`src/rtl/uart_pkg.sv`:
```
// uart_pkg: shared types and constants for the UART transmit arbiter slice.
//   arb_state_t : arbiter FSM encoding (IDLE, WAIT_BUSY, WAIT_DONE, HOLD)
//   UART_BYTE_W : width of one UART payload byte
package uart_pkg;

  localparam int UART_BYTE_W = 8;

  typedef enum logic [1:0] {
    IDLE      = 2'd0,
    WAIT_BUSY = 2'd1,
    WAIT_DONE = 2'd2,
    HOLD      = 2'd3
  } arb_state_t;

endpackage

```
`src/rtl/uart_rr_pick.sv`:
```
// uart_rr_pick: combinational round-robin selector.
// Searches req upward (cyclically) starting one position above rr_ptr, so the
// requester at rr_ptr has the lowest priority.
// Ports:
//   req       in  NUM_REQ  request vector
//   rr_ptr    in  ID_W     index of the most recent owner
//   winner    out ID_W     selected index (0 when nothing requests)
//   any_valid out 1        at least one request bit is set
module uart_rr_pick
  import uart_pkg::*;
#(
  parameter int NUM_REQ = 4,
  parameter int ID_W    = $clog2(NUM_REQ)
) (
  input  logic [NUM_REQ-1:0] req,
  input  logic [ID_W-1:0]    rr_ptr,
  output logic [ID_W-1:0]    winner,
  output logic               any_valid
);

  logic [ID_W:0]        start;
  logic [2*NUM_REQ-1:0] dbl;
  int                   sum;

  // Rotate the request vector so bit 0 is the first candidate after rr_ptr;
  // the lowest set bit of the rotated vector is then the winner.
  always_comb begin
    start  = {1'b0, rr_ptr} + (ID_W+1)'(1);
    dbl    = {req, req} >> start;
    winner = '0;
    sum    = 0;
    for (int i = NUM_REQ - 1; i >= 0; i--) begin
      if (dbl[i]) begin
        sum = int'(start) + i;
        if (sum >= NUM_REQ) sum = sum - NUM_REQ;
        winner = ID_W'(sum);
      end
    end
  end

  assign any_valid = |req;

endmodule

```
`src/rtl/uart_tx_arb.sv`:
```
// uart_tx_arb: round-robin arbiter sharing one uart_tx byte transmitter
// between NUM_REQ valid/ready byte sources. An owner keeps the transmitter
// across a multi-byte packet until it presents a byte flagged req_last.
// Optional build macro: UART_ARB_TIMEOUT_EN adds an abort counter for
// WAIT_BUSY/HOLD and the err_timeout port.
// Ports:
//   clk, rst     clock, asynchronous active-high reset
//   req_valid    in  NUM_REQ    per-requester byte valid
//   req_data     in  NUM_REQ*8  requester i at bits [8i+7:8i]
//   req_last     in  NUM_REQ    final byte of packet (sampled on accept)
//   req_ready    out NUM_REQ    combinational accept strobe, one-hot or zero
//   tx_start     out 1          one-cycle start pulse to uart_tx
//   tx_data      out 8          byte to uart_tx, stable until frame done
//   tx_busy      in  1          busy flag from uart_tx
//   grant_valid  out 1          transmitter currently owned
//   grant_id     out ID_W       owner index
//   err_timeout  out 1          one-cycle abort pulse (macro builds only)
module uart_tx_arb
  import uart_pkg::*;
#(
  parameter int NUM_REQ        = 4,
  parameter int ID_W           = $clog2(NUM_REQ),
  parameter int TIMEOUT_CYCLES = 16
) (
  input  logic                           clk,
  input  logic                           rst,
  input  logic [NUM_REQ-1:0]             req_valid,
  input  logic [NUM_REQ*UART_BYTE_W-1:0] req_data,
  input  logic [NUM_REQ-1:0]             req_last,
  output logic [NUM_REQ-1:0]             req_ready,
  output logic                           tx_start,
  output logic [UART_BYTE_W-1:0]         tx_data,
  input  logic                           tx_busy,
  output logic                           grant_valid,
  output logic [ID_W-1:0]                grant_id
`ifdef UART_ARB_TIMEOUT_EN
  ,
  output logic                           err_timeout
`endif
);

  if (NUM_REQ < 2 || NUM_REQ > 8) begin : g_bad_num_req
    $error("uart_tx_arb: NUM_REQ must be in 2..8");
  end
  if (TIMEOUT_CYCLES < 1) begin : g_bad_timeout
    $error("uart_tx_arb: TIMEOUT_CYCLES must be at least 1");
  end

  arb_state_t             state;
  logic [ID_W-1:0]        rr_ptr;
  logic [ID_W-1:0]        winner;
  logic [ID_W-1:0]        acc_id;
  logic [UART_BYTE_W-1:0] acc_byte;
  logic                   acc_last;
  logic                   any_valid;
  logic                   accept;
  logic                   last_q;

  uart_rr_pick #(
    .NUM_REQ (NUM_REQ),
    .ID_W    (ID_W)
  ) u_pick (
    .req       (req_valid),
    .rr_ptr    (rr_ptr),
    .winner    (winner),
    .any_valid (any_valid)
  );

  // Accept decode. Ready is gated by rst so it drops together with the
  // asynchronously cleared state. In IDLE a still-busy transmitter (reset
  // skew) blocks the accept; in HOLD only the owner may continue.
  always_comb begin
    req_ready = '0;
    acc_id    = winner;
    if (!rst) begin
      case (state)
        IDLE: begin
          if (any_valid && !tx_busy) req_ready[winner] = 1'b1;
        end
        HOLD: begin
          acc_id              = grant_id;
          req_ready[grant_id] = req_valid[grant_id];
        end
        default: ;
      endcase
    end
    acc_byte = '0;
    acc_last = 1'b0;
    for (int i = 0; i < NUM_REQ; i++) begin
      if (ID_W'(i) == acc_id) begin
        acc_byte = req_data[i*UART_BYTE_W +: UART_BYTE_W];
        acc_last = req_last[i];
      end
    end
  end

  assign accept = |req_ready;

`ifdef UART_ARB_TIMEOUT_EN
  localparam int TOUT_W = $clog2(TIMEOUT_CYCLES + 1);
  logic [TOUT_W-1:0] tout_cnt;
`endif

  always_ff @(posedge clk or posedge rst) begin
    if (rst) begin
      state       <= IDLE;
      tx_start    <= 1'b0;
      tx_data     <= '0;
      grant_valid <= 1'b0;
      grant_id    <= '0;
      rr_ptr      <= ID_W'(NUM_REQ - 1);
      last_q      <= 1'b0;
`ifdef UART_ARB_TIMEOUT_EN
      tout_cnt    <= '0;
      err_timeout <= 1'b0;
`endif
    end else begin
      tx_start <= 1'b0;
      case (state)
        IDLE, HOLD: begin
          if (accept) begin
            tx_data     <= acc_byte;
            tx_start    <= 1'b1;
            grant_valid <= 1'b1;
            grant_id    <= acc_id;
            last_q      <= acc_last;
            state       <= WAIT_BUSY;
          end
        end
        WAIT_BUSY: begin
          if (tx_busy) state <= WAIT_DONE;
        end
        WAIT_DONE: begin
          if (!tx_busy) begin
            if (last_q) begin
              state       <= IDLE;
              rr_ptr      <= grant_id;
              grant_valid <= 1'b0;
            end else begin
              state <= HOLD;
            end
          end
        end
        default: state <= IDLE;
      endcase
`ifdef UART_ARB_TIMEOUT_EN
      // The counter only advances while the state is unchanged; any
      // transition (including the abort itself) restarts it from zero.
      err_timeout <= 1'b0;
      tout_cnt    <= '0;
      if ((state == WAIT_BUSY && !tx_busy) || (state == HOLD && !accept)) begin
        if (tout_cnt == TOUT_W'(TIMEOUT_CYCLES - 1)) begin
          state       <= IDLE;
          err_timeout <= 1'b1;
          rr_ptr      <= grant_id;
          grant_valid <= 1'b0;
        end else begin
          tout_cnt <= tout_cnt + TOUT_W'(1);
        end
      end
`endif
    end
  end

endmodule

```
`config.mk`:
```
export PLATFORM = sky130hd
export DESIGN_NAME = uart_tx_arb
export DESIGN_NICKNAME = d
export VERILOG_FILES = /design/src/rtl/uart_pkg.sv /design/src/rtl/uart_rr_pick.sv /design/src/rtl/uart_tx_arb.sv
export SDC_FILE = /design/constraint.sdc
export NUM_CORES = 1
export LEC_CHECK = 0
export BUFFER_PORTS_ARGS = -buffer_cell sky130_fd_sc_hd__buf_2
export CAP_MARGIN = 20
export CORE_ASPECT_RATIO = 0.7
export CORE_MARGIN = 2
export CORE_UTILIZATION = 40
export DETAILED_ROUTE_END_ITERATION = 16
export PLACE_DENSITY_LB_ADDON = 0.1
export SLEW_MARGIN = 20
export SYNTH_ARGS = -nofsm -noshare
export SYNTH_HDL_FRONTEND = slang
export SYNTH_SLANG_ARGS = --single-unit
```
`constraint.sdc`:
```
create_clock -name clk -period 2.7 [get_ports clk]
set_input_delay 0.135 -clock clk [delete_from_list [all_inputs] [get_ports clk]]
set_output_delay 0.135 -clock clk [all_outputs]
set_load 0.01 [all_outputs]
```
==> metrics <==
vias in the first global route 1127; Setup WS pre-CTS 379 ps; CP Max Fanout 13; pwr/cell area 925 nW/um^2; Period Utilization, post-route 0.863; ANT nets after route 0; Antenna Cells 0; H-tree depth 1; sequential power share 0.306; placeable core area 3170 um^2; drt pass-1 iters 4; Worst Setup Path Type flip-flop to flip-flop; CP required 2820 ps; measured slew at the worst slew-check pin 537 ps; clk buf depth 2; Final Max Slew Viols 0; r2r endpoint tx_data[7]; Internal Power 0.903 mW; nets 238; RSZ-0062 raised after global routing false; crit path cell chain nand2b_2 > a21oi_1 > or3_1 > mux2i_4 > buf_4 > mux2i_1 > o221ai_2; Post-Syn Area 1340 um^2; R2R Path Start rr_ptr[0]; register area 428 um^2; net switching power 0.650 mW; initial DRC count 116; post-route setup TNS 0 ps; DR vias 1217; GRT Total Usage 0.178; combinational power share 0.572; aggregate routed wire length 3240 um; Pleak 0.837 nW; slowest CP cell dfstp_2; final number of hold-violating endpoints 0; TritonCTS clock tree built; Synthesized Nets 178; peak per-stage delay on the critical path 550 ps; final setup margin 370 ps; total congestion overflow 0; Yosys reg bits 17; DR vias/cell 5.34; slew margin rel. 0.640; Syn Inst Count 131; initial antenna violation count 0; crit start category flip-flop; average cell area after synthesis 10.2 um^2; Synth cell types 39; Setup Fix Bufs, Post-CTS 0; CTS sink count 17; port buffer count 58; Post-synth ARST share 1.00; reg-to-reg slack, setup 370 ps; die area 3840 um^2; Ys Warns 0; Top-Level Pins 59; Die Width 73.2 um; count of final setup violators 0; post-CTS sizing 0; Syn-to-layout area delta 25.1%; gpl congestion 0.865; R2R depth 7; # DRC 0; die height 52.5 um; Post-synth EDFFs 0; total power 1.55 mW; status completed; # hold bufs at CTS 0; largest net degree at the start of global routing 18; Post-DP HPWL 2650 um; first-pass GRT wire length 5260 um; area occupied by multi-input gates 820 um^2; wire per inst 14.2 um; number of fill cells 295; Primary FF master, synth dfrtp_1; Max-Cap Viols 0; site row count 17; Final Skew 2.72 ps; FMAX 429 MHz; Final Critical Period 2330 ps; TritonCTS Buffers 3; clock-pin transition on the worst setup and hold timing paths 70 ps; Worst EP arrival 2450 ps; clock share of power 0.122; register area share after synthesis 0.319; Net Sw Frac 0.418; CP endpoint kind flip-flop; clk root buf clkbuf_8; peak supply drop 0.410 mV; layout cell share with drive strength beyond 1 0.468; clock latency on the worst-skew pair 250 ps; Hold WC Path Type input pin to async pin; Starting Density 0.424
[cells in the mapped netlist, types with 2 or more instances]
master / n / area [um^2]
a22oi_1: 3 / 22.5
or3_1: 2 / 12.5
o21a_1: 2 / 15.0
buf_6: 4 / 45.0
mux2i_1: 20 / 200
nor2b_1: 3 / 18.8
a21oi_1: 3 / 15.0
o21ai_0: 4 / 20.0
mux2_2: 3 / 33.8
or2b_1: 2 / 15.0
nor3_1: 7 / 35.0
nand3_1: 3 / 15.0
nor2_1: 4 / 15.0
inv_1: 6 / 22.5
ha_1: 4 / 50.1
o221ai_2: 8 / 120
nand2b_2: 2 / 17.5
nand2_1: 14 / 52.6
dfstp_2: 2 / 52.6
dfrtp_1: 15 / 375
nand2_2: 2 / 12.5
[critical path, delay by kind of cell (launching register included)]
family / cells / cell delay, ps
AND/OR/NAND/NOR: 2 / 570
flip-flops: 1 / 550
multiplexers: 2 / 590
AO/OA/AOI/OAI: 2 / 190
buffers and inverters: 1 / 300
[registers in the layout (all words and copies together), names as in the netlist]
name	cells
tx_data	8
grant_id	2
rr_ptr	2
state	2
grant_valid	1
last_q	1
tx_start	1
[cells by family (layout without fill, tap and decap cells)]
group                      count (synthesis)  in the layout  synth area share
and+or+nand+nor                           45             45             0.180
AOI/OAI and AO/OA                         27             27             0.191
muxes                                     25             25             0.202
DFF                                       17             17             0.319
buffers and inverters                     13             72            0.0708
adders and majority gates                  4              4            0.0373
[per-layer routing]
| metal | vias to the layer above | track usage | routed length (um) |
|---|---|---|---|
| met5 | - | 0 | 0 |
| met4 | 0 | 0.0278 | 18 |
| met1 | 572 | 0.255 | 1550 |
| met2 | 41 | 0.269 | 1420 |
| li1 | 602 | - | - |
| met3 | 2 | 0.0500 | 253 |
[placed cells by master, fill, tap and decap left out, types with 2 or more instances in the layout]
master,n
nor3_1,7
a22oi_1,3
o21ai_0,4
or2b_1,2
nand2_1,14
nand2b_2,2
nor2_1,4
o221ai_2,8
inv_1,6
nand2_2,2
ha_1,4
buf_4,3
o21a_1,2
a21oi_1,3
nand3_1,3
buf_2,58
or3_1,2
dfstp_2,2
dfrtp_1,15
mux2_2,3
mux2i_1,20
nor2b_1,3
clkbuf_8,3
[cell type report]
class                           instances  share of cell area
Multi-Input combinational cell        101               0.488
Sequential cell                        17               0.255
Timing Repair Buffer                   61               0.186
Tap cell                               38              0.0283
Clock buffer                            4              0.0268
Inverter                                7              0.0156
[worst max path at each step]
stage / startpoint / to / slack (ps) / cells past startpoint
2_1_floorplan: rr_ptr[0] / tx_data[6] / 550 / 7
3_3_place_gp: rr_ptr[0] / last_q / 460 / 7
3_5_place_dp: rr_ptr[0] / tx_data[7] / 380 / 7
4_1_cts: rr_ptr[0] / tx_data[7] / 370 / 7
5_1_grt: rr_ptr[0] / tx_data[7] / 220 / 7
6_report: rr_ptr[0] / tx_data[7] / 370 / 7
[per-stage QoR]
step,utilization,hold slack [ps],instances,area [um^2]
6_report,0.530,0.626,228,1680
5_1_grt,0.530,41.0,228,1680
4_1_cts,0.530,8.34,228,1680
3_5_place_dp,0.516,276,224,1630
3_3_place_gp,0.516,279,224,1630
2_1_floorplan,-,255,131,1340
[power groups by stage]
stage	Sequential (mW)	Clock (mW)	Combinational [mW]
after floorplan	0.484	0	0.692
after global placement	0.473	0	0.878
after detailed placement	0.480	0	0.891
after CTS	0.475	0.193	0.895
after global routing	0.493	0.208	0.985
final	0.475	0.189	0.888
Note: power is estimated with default switching activity, not from simulation.
